**config.mk**
```make
export PLATFORM = sky130hd
export DESIGN_NAME = leaf_stream_arbiter
export DESIGN_NICKNAME = d
export VERILOG_FILES = /design/src/rtl/leaf_stream_arbiter.sv
export SDC_FILE = /design/constraint.sdc
export NUM_CORES = 1
export LEC_CHECK = 0
export BUFFER_PORTS_ARGS = -buffer_cell sky130_fd_sc_hd__buf_2
export CORE_ASPECT_RATIO = 0.9
export CORE_MARGIN = 10
export CORE_UTILIZATION = 30
export CTS_CLUSTER_SIZE = 20
export DETAILED_ROUTE_END_ITERATION = 7
export GPL_TIMING_DRIVEN = 0
export MAX_ROUTING_LAYER = met4
export REMOVE_ABC_BUFFERS = 1
export SLEW_MARGIN = 25
export SYNTH_ARGS = -nofsm -noshare
export SYNTH_HDL_FRONTEND = slang
export SYNTH_SLANG_ARGS = --single-unit
```
**constraint.sdc**
```tcl
create_clock -name clk -period 5.15 [get_ports clk]
set_clock_uncertainty 0.2 [all_clocks]
set_input_delay 0.2575 -clock clk [delete_from_list [all_inputs] [get_ports clk]]
set_output_delay 0.2575 -clock clk [all_outputs]
set_load 0.03 [all_outputs]
```
**src/rtl/leaf_stream_arbiter.sv**
```systemverilog
// Round-robin burst arbiter merging NUM_REQ kernel output streams into one leaf_interface input.
// Optional per-requester beat counters are enabled with `define LEAF_ARB_STATS_EN.
module leaf_stream_arbiter #(
  parameter int NUM_REQ      = 4,
  parameter int PAYLOAD_BITS = 32,
  parameter int BURST_LEN    = 16,
  parameter int REQ_BITS     = 2
) (
  input  logic                            clk,
  input  logic                            ap_rst_n,
  input  logic [NUM_REQ*PAYLOAD_BITS-1:0] req_data,
  input  logic [NUM_REQ-1:0]              req_vld,
  output logic [NUM_REQ-1:0]              req_ack,
  output logic [PAYLOAD_BITS-1:0]         out_data,
  output logic                            out_vld,
  input  logic                            out_ack,
  output logic [REQ_BITS-1:0]             grant_idx,
  output logic                            busy
`ifdef LEAF_ARB_STATS_EN
  ,
  input  logic [REQ_BITS-1:0]             stat_sel,
  output logic [31:0]                     stat_cnt
`endif
);

  localparam int CNT_W = $clog2(BURST_LEN) + 1;
  localparam logic [CNT_W-1:0] LAST_BEAT = CNT_W'(BURST_LEN - 1);

  typedef enum logic {IDLE, GRANT} state_t;

  state_t                  state;
  logic [CNT_W-1:0]        beat_cnt;
  logic                    load;
  logic                    xfer;
  logic                    granted_vld;
  logic                    pick_found;
  logic [REQ_BITS-1:0]     pick_idx;
  logic [PAYLOAD_BITS-1:0] sel_data;

  assign load = !out_vld || out_ack;
  assign xfer = |(req_vld & req_ack);

  always_comb begin
    req_ack     = '0;
    sel_data    = '0;
    granted_vld = 1'b0;
    for (int i = 0; i < NUM_REQ; i++) begin
      if (grant_idx == REQ_BITS'(i)) begin
        sel_data    = req_data[i*PAYLOAD_BITS +: PAYLOAD_BITS];
        granted_vld = req_vld[i];
        req_ack[i]  = (state == GRANT) && load;
      end
    end
  end

  // Walk downward so the nearest requester after grant_idx is the last (winning) assignment.
  always_comb begin
    pick_found = 1'b0;
    pick_idx   = grant_idx;
    for (int k = NUM_REQ; k >= 1; k--) begin
      if (req_vld[REQ_BITS'((int'(grant_idx) + k) % NUM_REQ)]) begin
        pick_found = 1'b1;
        pick_idx   = REQ_BITS'((int'(grant_idx) + k) % NUM_REQ);
      end
    end
  end

  always_ff @(posedge clk or negedge ap_rst_n) begin
    if (!ap_rst_n) begin
      state     <= IDLE;
      out_vld   <= 1'b0;
      out_data  <= '0;
      grant_idx <= REQ_BITS'(NUM_REQ - 1);
      beat_cnt  <= '0;
      busy      <= 1'b0;
    end else begin
      if (xfer) begin
        out_data <= sel_data;
        out_vld  <= 1'b1;
      end else if (out_ack) begin
        out_vld <= 1'b0;
      end

      case (state)
        IDLE: begin
          if (pick_found) begin
            grant_idx <= pick_idx;
            beat_cnt  <= '0;
            state     <= GRANT;
            busy      <= 1'b1;
          end
        end
        GRANT: begin
          // A requester that goes quiet gives up the grant immediately.
          if (!granted_vld || (xfer && beat_cnt == LAST_BEAT)) begin
            state <= IDLE;
            busy  <= 1'b0;
          end else if (xfer) begin
            beat_cnt <= beat_cnt + 1'b1;
          end
        end
        default: begin
          state <= IDLE;
          busy  <= 1'b0;
        end
      endcase
    end
  end

`ifdef LEAF_ARB_STATS_EN
  logic [31:0] stat_mem [NUM_REQ];

  always_ff @(posedge clk or negedge ap_rst_n) begin
    if (!ap_rst_n) begin
      for (int i = 0; i < NUM_REQ; i++) begin
        stat_mem[i] <= '0;
      end
      stat_cnt <= '0;
    end else begin
      for (int i = 0; i < NUM_REQ; i++) begin
        if (req_vld[i] && req_ack[i]) begin
          stat_mem[i] <= stat_mem[i] + 32'd1;
        end
      end
      stat_cnt <= stat_mem[stat_sel];
    end
  end
`endif

endmodule

```
==> out/results.ini <==
[yosys]
yosys_most_used_dff = dfrtp_1
post_synth_instance_area_um2 = 3032
synth_async_sr_flop_share = 1.000
synth_compound_area_frac = 0.2720
post_synth_fa_ha_maj_area_fraction = 0.02476
synth_enable_flop_cells = 0
post_synth_inst_count = 374
post_synth_and_or_nand_nor_area_fraction = 0.2782
yosys.cell_types.count = 42
synth.area.mux_share = 0.01610
synth_warnings = 0
synth-seq-area-share = 0.3475
synth-seq-cells = 42
post_synth.cell_area_avg_um2 = 8.106
synth_top_family_by_area = simple AND/OR/NAND/NOR gates
synthXorXnorAreaFrac = 0.002889

[drt]
routed_via_density = 5.017
ant_nets = 0
detailroute.via_count = 3286
drcViolationCount = 0
drt-pass1-iter-count = 4
routed_wl_mm = 10.65
drt-wirelength-per-cell_um = 16.25
initial_detailed_routing_violation_count = 140

[finish]
area_delta_synth_final_pct = 38.26
multi_input_area_um2 = 1841
diodes = 0
instances_no_fill = 655
seqCellArea_um2 = 1054
final_nets = 669
n_fill_cell = 1032
layout_commonest_cell = buf_2
layout-drive-gt1-share = 0.3875
layout_common_cells = 178 x buf_2, 61 x nor2b_1, 40 x dfrtp_1, 37 x a21oi_1

[power]
combinationalPowerShare = 0.651
p_clk_frac = 0.131
report.power.total_mw = 2.640
p_per_area_nw_per_um2 = 629.9
leakage_power_total_nw = 2.022
swShare = 0.4936
power.sequential.fraction = 0.218
worst_ir_drop_vdd_v = 0.0002270
internal-power_mw = 1.337
power.switching_mw = 1.303

[worst_hold_path]
hold_class = in -> reg

[timing]
layout_worst_path_cycle_share = 0.5990
timing.final.crit_period_ns = 3.085
worst_slew_pin_slew_ns = 0.7978
timing.final.setup_violations = 0
timing.slew.headroom = 0.4681
final-hold-violation-count = 0
fmax_mhz = 324.2
grt_setup_unrepaired = false
post-route-worst-setup-slack_ns = 2.065
report.final.slew_viol_count = 0

[clocking]
setup_fix_bufs_post_cts = 0
number_of_buffers_added_by_the_clock_tree_synthesis_step = 5
ctsHtreeMaxLevel = 2
clock_tree_root_buffer_cell = clkbuf_16
clkSinkCount = 42
cts_max_path_buffers = 2
clk_pin_slew_worst_paths_ns = 0.06
insertion_delay_ns = 0.28
tritoncts = yes
cts_hold_buffers = 1
ctsResizeCount = 0

[setup_path]
timing.critical_path.required_ns = 5.10
path_max_fanout = 30
worstPathCellList = inv_1, ha_2, a22o_1, o211ai_1, buf_2, buf_6, buf_2, o21ai_0
timing.critical_path.arrival_ns = 3.04
type_of_element_capturing_the_critical_path = flop
cp_common_cell = buf_2
startpoint_type = flop
worst_path_max_delay_cell = dfstp_2
timing_worst_setup_path_type = reg -> reg
critPathMaxStageDelay_ns = 0.70

[placed_design]
place_congestion = 0.7640
portBuffers = 174
dp_cells = 646
dpl_worst_slack_ns = 2.041
hpwl_mm = 8.058

[grt]
first_global_vias = 3345
overflow = 0
pin_count_of_the_biggest_net_entering_global_routing = 69
antenna_violations_before_repair = 0
grt_first_pass_wirelength_mm = 16.88
globalRouteTotalUtil = 0.1420

[floorplan]
start_util = 0.3098
dieArea_um2 = 14530
ios = 175
die_h_um = 115.4
dieWidth_um = 126.0
placementRows = 34
core_region_area_um2 = 9784

[flow_run]
max-cap-violations = 0

[run_status]
outcome = finished clean

routing by layer:
metal	vias up	GRT usage	routed length, µm
met2	113	0.2361	5149
met3	9	0.03129	561
met1	1503	0.1705	4806
met4	0	0.03791	129
met5	-	-	0
li1	1661	-	-
synthesized netlist by cell type, drive strengths merged, types with 3 or more instances:
| master | count | share of area |
|---|---|---|
| nor2b | 61 | 0.13 |
| dfrtp | 40 | 0.33 |
| a21oi | 38 | 0.064 |
| o21ai | 37 | 0.061 |
| nand2 | 36 | 0.045 |
| nor3 | 34 | 0.056 |
| a221oi | 33 | 0.10 |
| clkbuf | 23 | 0.028 |
| buf | 13 | 0.021 |
| inv | 7 | 0.0087 |
| ha | 6 | 0.025 |
| nor2 | 6 | 0.0074 |
| and3 | 5 | 0.010 |
| a22o | 4 | 0.012 |
| nand3 | 4 | 0.0066 |
| o211ai | 3 | 0.012 |
worst max-delay path, delay by kind of cell, from the launching register on:
family                     cells  cell delay [ns]
buffers and inverters          4             0.83
AOI/OAI and AO/OA              3             0.73
DFF                            1             0.70
adders and majority gates      1             0.48
area by class of cell:
cell class	instances	area share
Inverter	7	0.006269
Timing Repair Buffer	183	0.2260
Clock buffer	8	0.03970
Tap cell	126	0.03761
Sequential cell	42	0.2513
Multi-Input combinational cell	289	0.4391
path summary, 6_finish.rpt:
path	start	to	slack, ns	cells after the start
min in group asynchronous	ap_rst_n	beat_cnt[4]	0.31	2
worst max-delay path	grant_idx[0]	out_data[25]	2.07	8
max in group asynchronous	ap_rst_n	out_data[14]	4.05	2
worst min-delay path	req_data[116]	out_data[20]	0.06	3
worst max register to register	grant_idx[0]	out_data[25]	2.07	8
worst min register to register	out_data[30]	out_data[30]	0.27	2
stage by stage:
step	TNS (ns)	instance area, µm²	util	hold slack, ns
2_1_floorplan	0	2880	-	-0.2381
4_1_cts	0	4189	0.4281	0.05938
5_1_grt	0	4192	0.4284	0.06466
6_report	0	4192	0.4284	0.06343
3_5_place_dp	0	4013	0.4101	0.2677
3_3_place_gp	-50.49	3909	0.3995	0.2573
registers in the layout (all words and copies together) (netlist names):
signal     cells
out_data      32
beat_cnt       5
grant_idx      2
busy           1
out_vld        1
state          1
power groups by stage:
stage | logic (mW) | clock network [mW] | registers, mW
after global routing | 1.93 | 0.371 | 0.595
after detailed placement | 1.74 | 0 | 0.581
final | 1.72 | 0.346 | 0.576
after global placement | 1.66 | 0 | 0.569
after CTS | 1.74 | 0.358 | 0.576
after floorplan | 0.974 | 0 | 0.800
cell families (layout without fill, tap and decap cells):
family          count (synthesis)  count (layout)
flops                          42              42
mux                             3               3
fa+ha+maj                       6               6
simple gates                  156             156
xor+xnor                        1               1
buf+inv                        43             198
compound gates                123             123
Power figures use the tool's default switching activity.
